===== config.mk =====
export PLATFORM = sky130hd
export DESIGN_NAME = joy_scan_sequencer
export DESIGN_NICKNAME = d
export VERILOG_FILES = /design/src/rtl/joy_scan_sequencer.sv
export SDC_FILE = /design/constraint.sdc
export NUM_CORES = 1
export LEC_CHECK = 0
export ABC_AREA = 1
export CORE_UTILIZATION = 45
export DETAILED_ROUTE_END_ITERATION = 16
export DONT_BUFFER_PORTS = 1
export MAX_ROUTING_LAYER = met4
export SKIP_CTS_REPAIR_TIMING = 1
export SYNTH_ARGS = -nofsm -noshare
export SYNTH_HDL_FRONTEND = slang
export SYNTH_SLANG_ARGS = --single-unit

===== constraint.sdc =====
create_clock -name clk -period 1.9 [get_ports clk]
set_clock_uncertainty 0.2 [all_clocks]
set_input_delay 0.475 -clock clk [delete_from_list [all_inputs] [get_ports clk]]
set_output_delay 0.475 -clock clk [all_outputs]
set_load 0.02 [all_outputs]

===== src/rtl/joy_scan_sequencer.sv =====
// rtl/joy_scan_sequencer.sv - serial joystick chain scan sequencer
`timescale 1ns/1ps
module joy_scan_sequencer #(
  parameter int CLK_DIV   = 16,
  parameter int NBITS     = 24,
  parameter int FRAME_GAP = 4,
  parameter int FREE_RUN  = 1
) (
  input  logic             clk,
  input  logic             clock_locked,
  input  logic             scan_en,
  input  logic             scan_req,
  input  logic             joy_data,
  output logic             joy_clk,
  output logic             joy_load_n,
  output logic [NBITS-1:0] frame_o,
  output logic             frame_valid,
  output logic             frame_changed,
  output logic             busy
);

  localparam int DIV_W = (CLK_DIV > 1) ? $clog2(CLK_DIV) : 1;
  localparam int BIT_W = $clog2(NBITS + 1);
  localparam int GAP_W = 8;

  typedef enum logic [2:0] {
    S_IDLE,
    S_LOAD,
    S_SHIFT,
    S_COMMIT,
    S_GAP
  } state_t;

  state_t             state_q, state_d;
  logic [DIV_W-1:0]   div_q, div_d;
  logic               joy_clk_q, joy_clk_d;
  logic [BIT_W-1:0]   bit_cnt_q, bit_cnt_d;
  logic [GAP_W-1:0]   gap_cnt_q, gap_cnt_d;
  logic               req_q, req_d;
  logic [NBITS-1:0]   shreg_q, shreg_d;
  logic [NBITS-1:0]   frame_q, frame_d;
  logic               valid_q, valid_d;
  logic               changed_q, changed_d;
  logic               load_n_q, load_n_d;
  logic               busy_q, busy_d;

  logic wrap;
  logic rise_tick;
  logic fall_tick;

  always_comb begin
    wrap      = (div_q == DIV_W'(CLK_DIV - 1));
    div_d     = wrap ? '0 : div_q + 1'b1;
    joy_clk_d = wrap ? ~joy_clk_q : joy_clk_q;
    rise_tick = wrap & ~joy_clk_q;
    fall_tick = wrap & joy_clk_q;
  end

  always_comb begin
    state_d   = state_q;
    bit_cnt_d = bit_cnt_q;
    gap_cnt_d = gap_cnt_q;
    shreg_d   = shreg_q;
    frame_d   = frame_q;
    valid_d   = 1'b0;
    changed_d = 1'b0;

    case (state_q)
      S_IDLE: begin
        if (fall_tick && scan_en && ((FREE_RUN != 0) || req_q)) begin
          state_d = S_LOAD;
        end
      end
      S_LOAD: begin
        if (fall_tick) begin
          state_d   = S_SHIFT;
          bit_cnt_d = '0;
        end
      end
      S_SHIFT: begin
        // Leave as soon as the last sample is in; do not wait for another tick.
        if (bit_cnt_q == BIT_W'(NBITS)) begin
          state_d = S_COMMIT;
        end else if (rise_tick) begin
          shreg_d   = {shreg_q[NBITS-2:0], joy_data};
          bit_cnt_d = bit_cnt_q + 1'b1;
        end
      end
      S_COMMIT: begin
        frame_d   = shreg_q;
        valid_d   = 1'b1;
        changed_d = (shreg_q != frame_q);
        gap_cnt_d = '0;
        state_d   = S_GAP;
      end
      S_GAP: begin
        if (FRAME_GAP == 0) begin
          state_d = S_IDLE;
        end else if (fall_tick) begin
          if (gap_cnt_q == GAP_W'(FRAME_GAP - 1)) begin
            gap_cnt_d = '0;
            state_d   = S_IDLE;
          end else begin
            gap_cnt_d = gap_cnt_q + 1'b1;
          end
        end
      end
      default: state_d = S_IDLE;
    endcase
  end

  // A request arriving on the same edge as LOAD entry stays pending.
  always_comb begin
    req_d = req_q;
    if (FREE_RUN != 0) begin
      req_d = 1'b0;
    end else begin
      if ((state_q == S_IDLE) && (state_d == S_LOAD)) begin
        req_d = 1'b0;
      end
      if (scan_req) begin
        req_d = 1'b1;
      end
    end
  end

  always_comb begin
    load_n_d = (state_d != S_LOAD);
    busy_d   = (state_d != S_IDLE);
  end

  always_ff @(posedge clk or negedge clock_locked) begin
    if (!clock_locked) begin
      state_q   <= S_IDLE;
      div_q     <= '0;
      joy_clk_q <= 1'b0;
      bit_cnt_q <= '0;
      gap_cnt_q <= '0;
      req_q     <= 1'b0;
      shreg_q   <= '1;
      frame_q   <= '1;
      valid_q   <= 1'b0;
      changed_q <= 1'b0;
      load_n_q  <= 1'b1;
      busy_q    <= 1'b0;
    end else begin
      state_q   <= state_d;
      div_q     <= div_d;
      joy_clk_q <= joy_clk_d;
      bit_cnt_q <= bit_cnt_d;
      gap_cnt_q <= gap_cnt_d;
      req_q     <= req_d;
      shreg_q   <= shreg_d;
      frame_q   <= frame_d;
      valid_q   <= valid_d;
      changed_q <= changed_d;
      load_n_q  <= load_n_d;
      busy_q    <= busy_d;
    end
  end

  assign joy_clk       = joy_clk_q;
  assign joy_load_n    = load_n_q;
  assign frame_o       = frame_q;
  assign frame_valid   = valid_q;
  assign frame_changed = changed_q;
  assign busy          = busy_q;

endmodule


==> flow_summary.json, run 1 <==
{
  "path_class": "flop to flop",
  "clkSinkCount": 73,
  "fin_crit_sh_pct": 91.2,
  "yosys_warnings": 0,
  "die_h_um": 90.7,
  "diodes": 0,
  "power_switching_share_pct": 21.3,
  "power-per-cell-area_mw_per_mm2": 727,
  "start_util_pct": 47.8,
  "wirelength_mm": 6.45,
  "netlist_instances": 437,
  "p_leak_nw": 1.67,
  "grt_usage_pct": 17.6,
  "cts_tree": "built",
  "holdCritPathClass": "input port to async pin",
  "internal_power_w": 0.00225,
  "power.share.sequential_pct": 54.7,
  "cts_made_buffers": 9,
  "row_count": 31,
  "hpwlAfterDp_mm": 4.14,
  "syn_avg_cell_area_um2": 8.10,
  "globalRouteOverflowTotal": 0,
  "grt_max_degree": 74,
  "io_buffer_count": 0,
  "nets": 457,
  "die-width_um": 90.7,
  "wl_per_cell_um": 11.7,
  "synth-seq-cells": 73,
  "tns_ns": 0,
  "arrival_ns": 1.80,
  "drt-initial-drc-count": 159,
  "io_pins": 34,
  "drive_above_1_share_pct": 19.9,
  "clkPwrFrac_pct": 45.0,
  "rsz0062_at_grt": "false",
  "avgViaCountPerCell": 4.71,
  "grt_pass1_vias": 2465,
  "core_area_mm2": 0.00741,
  "vias": 2601,
  "status": "complete, but fails checks",
  "design_power_total_w": 0.00286,
  "fp.dieArea_mm2": 0.00822,
  "violations": "hold timing",
  "seq_area_frac_synth_pct": 53.4,
  "critPathMaxFanout": 5,
  "area_growth_pct": 11.2,
  "holdWs_ns": -0.370,
  "yosysUniqueCellTypes": 23,
  "setup_violations": 0,
  "critPathRequiredTime_ns": 1.96,
  "clkTransAtPathRegs_ns": 0.08,
  "combPwrFrac_pct": 0.3,
  "root_buffer": "clkbuf_8",
  "maxSlewHeadroom_pct": 70.5,
  "gp_congestion": 0.810,
  "finalHoldViolCount": 73,
  "postSynthNetCount": 446,
  "dr.pass1.iters": 4,
  "fin_crit_ns": 1.73,
  "clockBufferDepth": 2,
  "drv_cap": 0,
  "switchingPower_w": 0.000608,
  "start_kind": "flop",
  "cp-end-kind": "flop",
  "insertion_delay_ns": 0.34,
  "antenna_found_initial": 0,
  "peakVddDrop_uv": 332,
  "drc_errors": 0,
  "grt_pass1_wl_mm": 11.2,
  "drv_slew": 0,
  "cts_max_level": 3,
  "worst_pin_slew_ns": 0.443,
  "synth_area_mm2": 0.00354,
  "fmax_mhz": 577,
  "antenna_left": 0
}
-- state kept, by name, summed over array words and instances (netlist names) --
register,cells
frame_changed,1
div_q,4
state_q,3
busy,1
bit_cnt_q,5
frame_valid,1
joy_clk,1
shreg_q,24
gap_cnt_q,8
joy_load_n,1
frame_o,24
-- cell type report --
| class | instances | area [µm²] |
|---|---|---|
| Clock buffer | 10 | 149 |
| Clock inverter | 6 | 63.8 |
| Fill cell | 705 | 3470 |
| Inverter | 73 | 274 |
| Multi-Input combinational cell | 282 | 1360 |
| Sequential cell | 73 | 1890 |
| Tap cell | 99 | 124 |
| Timing Repair Buffer | 9 | 80.1 |
-- per-stage QoR --
stage / cells / hold slack (ns) / utilization, % / setup slack, ns / area, µm²
floorplan: 437 / -0.0206 / - / 0.333 / 3540
global placement: 530 / -0.0178 / 49.2 / 0.124 / 3650
detailed placement: 530 / -0.0176 / 49.2 / 0.0937 / 3650
CTS: 546 / -0.396 / 52.1 / 0.0797 / 3860
global route: 552 / -0.405 / 53.1 / 0.0191 / 3930
finish: 552 / -0.370 / 53.1 / 0.167 / 3930
-- Yosys cell counts --
library cell  count  area [µm²]
a21oi_1           4        20.0
a21oi_4           1        16.3
buf_2             1        5.00
buf_4             1        7.51
buf_6             3        33.8
clkbuf_1          6        22.5
dfrtp_1          24         601
dfstp_2          49        1290
ha_1              4        50.1
inv_1            73         274
nand2_1         140         526
nand3_1          17        85.1
nand3_2           3        30.0
nand4_1           8        50.1
nor2_1           30         113
nor3_1            2        10.0
o21ai_0          53         265
o21ai_1           5        25.0
o21ai_2           4        35.0
o21ai_4           1        16.3
o31ai_1           1        7.51
or2_2             1        6.26
xor2_1            6        52.6
-- power by group through the flow --
stage	logic, W	clock network (W)	registers, W
final	0.00000906	0.00129	0.00156
after global routing	0.0000109	0.00138	0.00156
after CTS	0.00000946	0.00133	0.00156
after detailed placement	0.00000901	0	0.00159
after global placement	0.00000877	0	0.00159
after floorplan	0.00000698	0	0.00159
-- path summary, 6_finish.rpt --
check | start | to | slack [ns] | cells after the start
worst max-delay path | div_q[0]$_DFF_PN0_ | gap_cnt_q[2]$_DFFE_PN0P_ | 0.17 | 8
worst min register to register | shreg_q[8]$_DFFE_PN1P_ | shreg_q[8]$_DFFE_PN1P_ | 0.29 | 2
max in group asynchronous | clock_locked | shreg_q[6]$_DFFE_PN1P_ | 1.67 | 0
min in group clk | joy_data | shreg_q[0]$_DFFE_PN1P_ | 0.06 | 2
worst min-delay path | clock_locked | gap_cnt_q[1]$_DFFE_PN0P_ | -0.37 | 0
worst max register to register | div_q[0]$_DFF_PN0_ | gap_cnt_q[2]$_DFFE_PN0P_ | 0.17 | 8
-- cells by family (layout without fill, tap and decap cells) --
kind of cell / after synthesis / count (layout) / synth area share, %
adder cells (fa/ha/maj): 4 / 4 / 1.41
AO/OA/AOI/OAI: 69 / 71 / 10.9
flip-flops: 73 / 73 / 53.4
AND/OR/NAND/NOR: 201 / 201 / 23.2
XOR/XNOR: 6 / 6 / 1.49
buffers and inverters: 84 / 98 / 9.69
-- worst max-delay path, stage by stage, from the launching register on --
cell	delay (ns)
dfrtp_1	0.37
ha_1	0.21
nand2_1	0.08
inv_1	0.08
nand3_2	0.15
o21ai_4	0.25
buf_4	0.15
a21oi_1	0.05
a21oi_1	0.11
-- cells in the final DEF, fill, tap and decap left out --
cell type and n:
nand2_1 139, inv_1 73, o21ai_0 53, dfstp_2 49, nor2_1 29, dfrtp_1 24
nand3_1 15, clkbuf_8 9, nand4_1 8, buf_4 8, xor2_1 6, nand3_2 5
o21ai_1 5, a21oi_1 4, o21ai_2 4, ha_1 4, nor3_1 2, a21oi_4 2
o21ai_4 2, clkinvlp_4 2, clkinv_2 2, nor2_2 1, or2_2 1, nand2_2 1
o31ai_1 1, inv_6 1, clkbuf_16 1, bufinv_16 1, buf_12 1
-- metal layers --
| metal | wire, µm | GRT usage (%) | share of wire [%] |
|---|---|---|---|
| met2 | 3120 | 28.6 | 48 |
| met1 | 3070 | 21.3 | 48 |
| met4 | 69 | 5.91 | 1.1 |
| met5 | 0 | - | 0 |
| met3 | 189 | 4.71 | 2.9 |
Note: power is estimated with default switching activity, not from simulation.
==> run 2, diff against run 1 <==
- ABC_CLOCK_PERIOD_IN_PS: default -> 1900
- SLEW_MARGIN: default -> 0
==> results of run 2 <==
Final layout, timing and power as in run 1 (identical DEF).
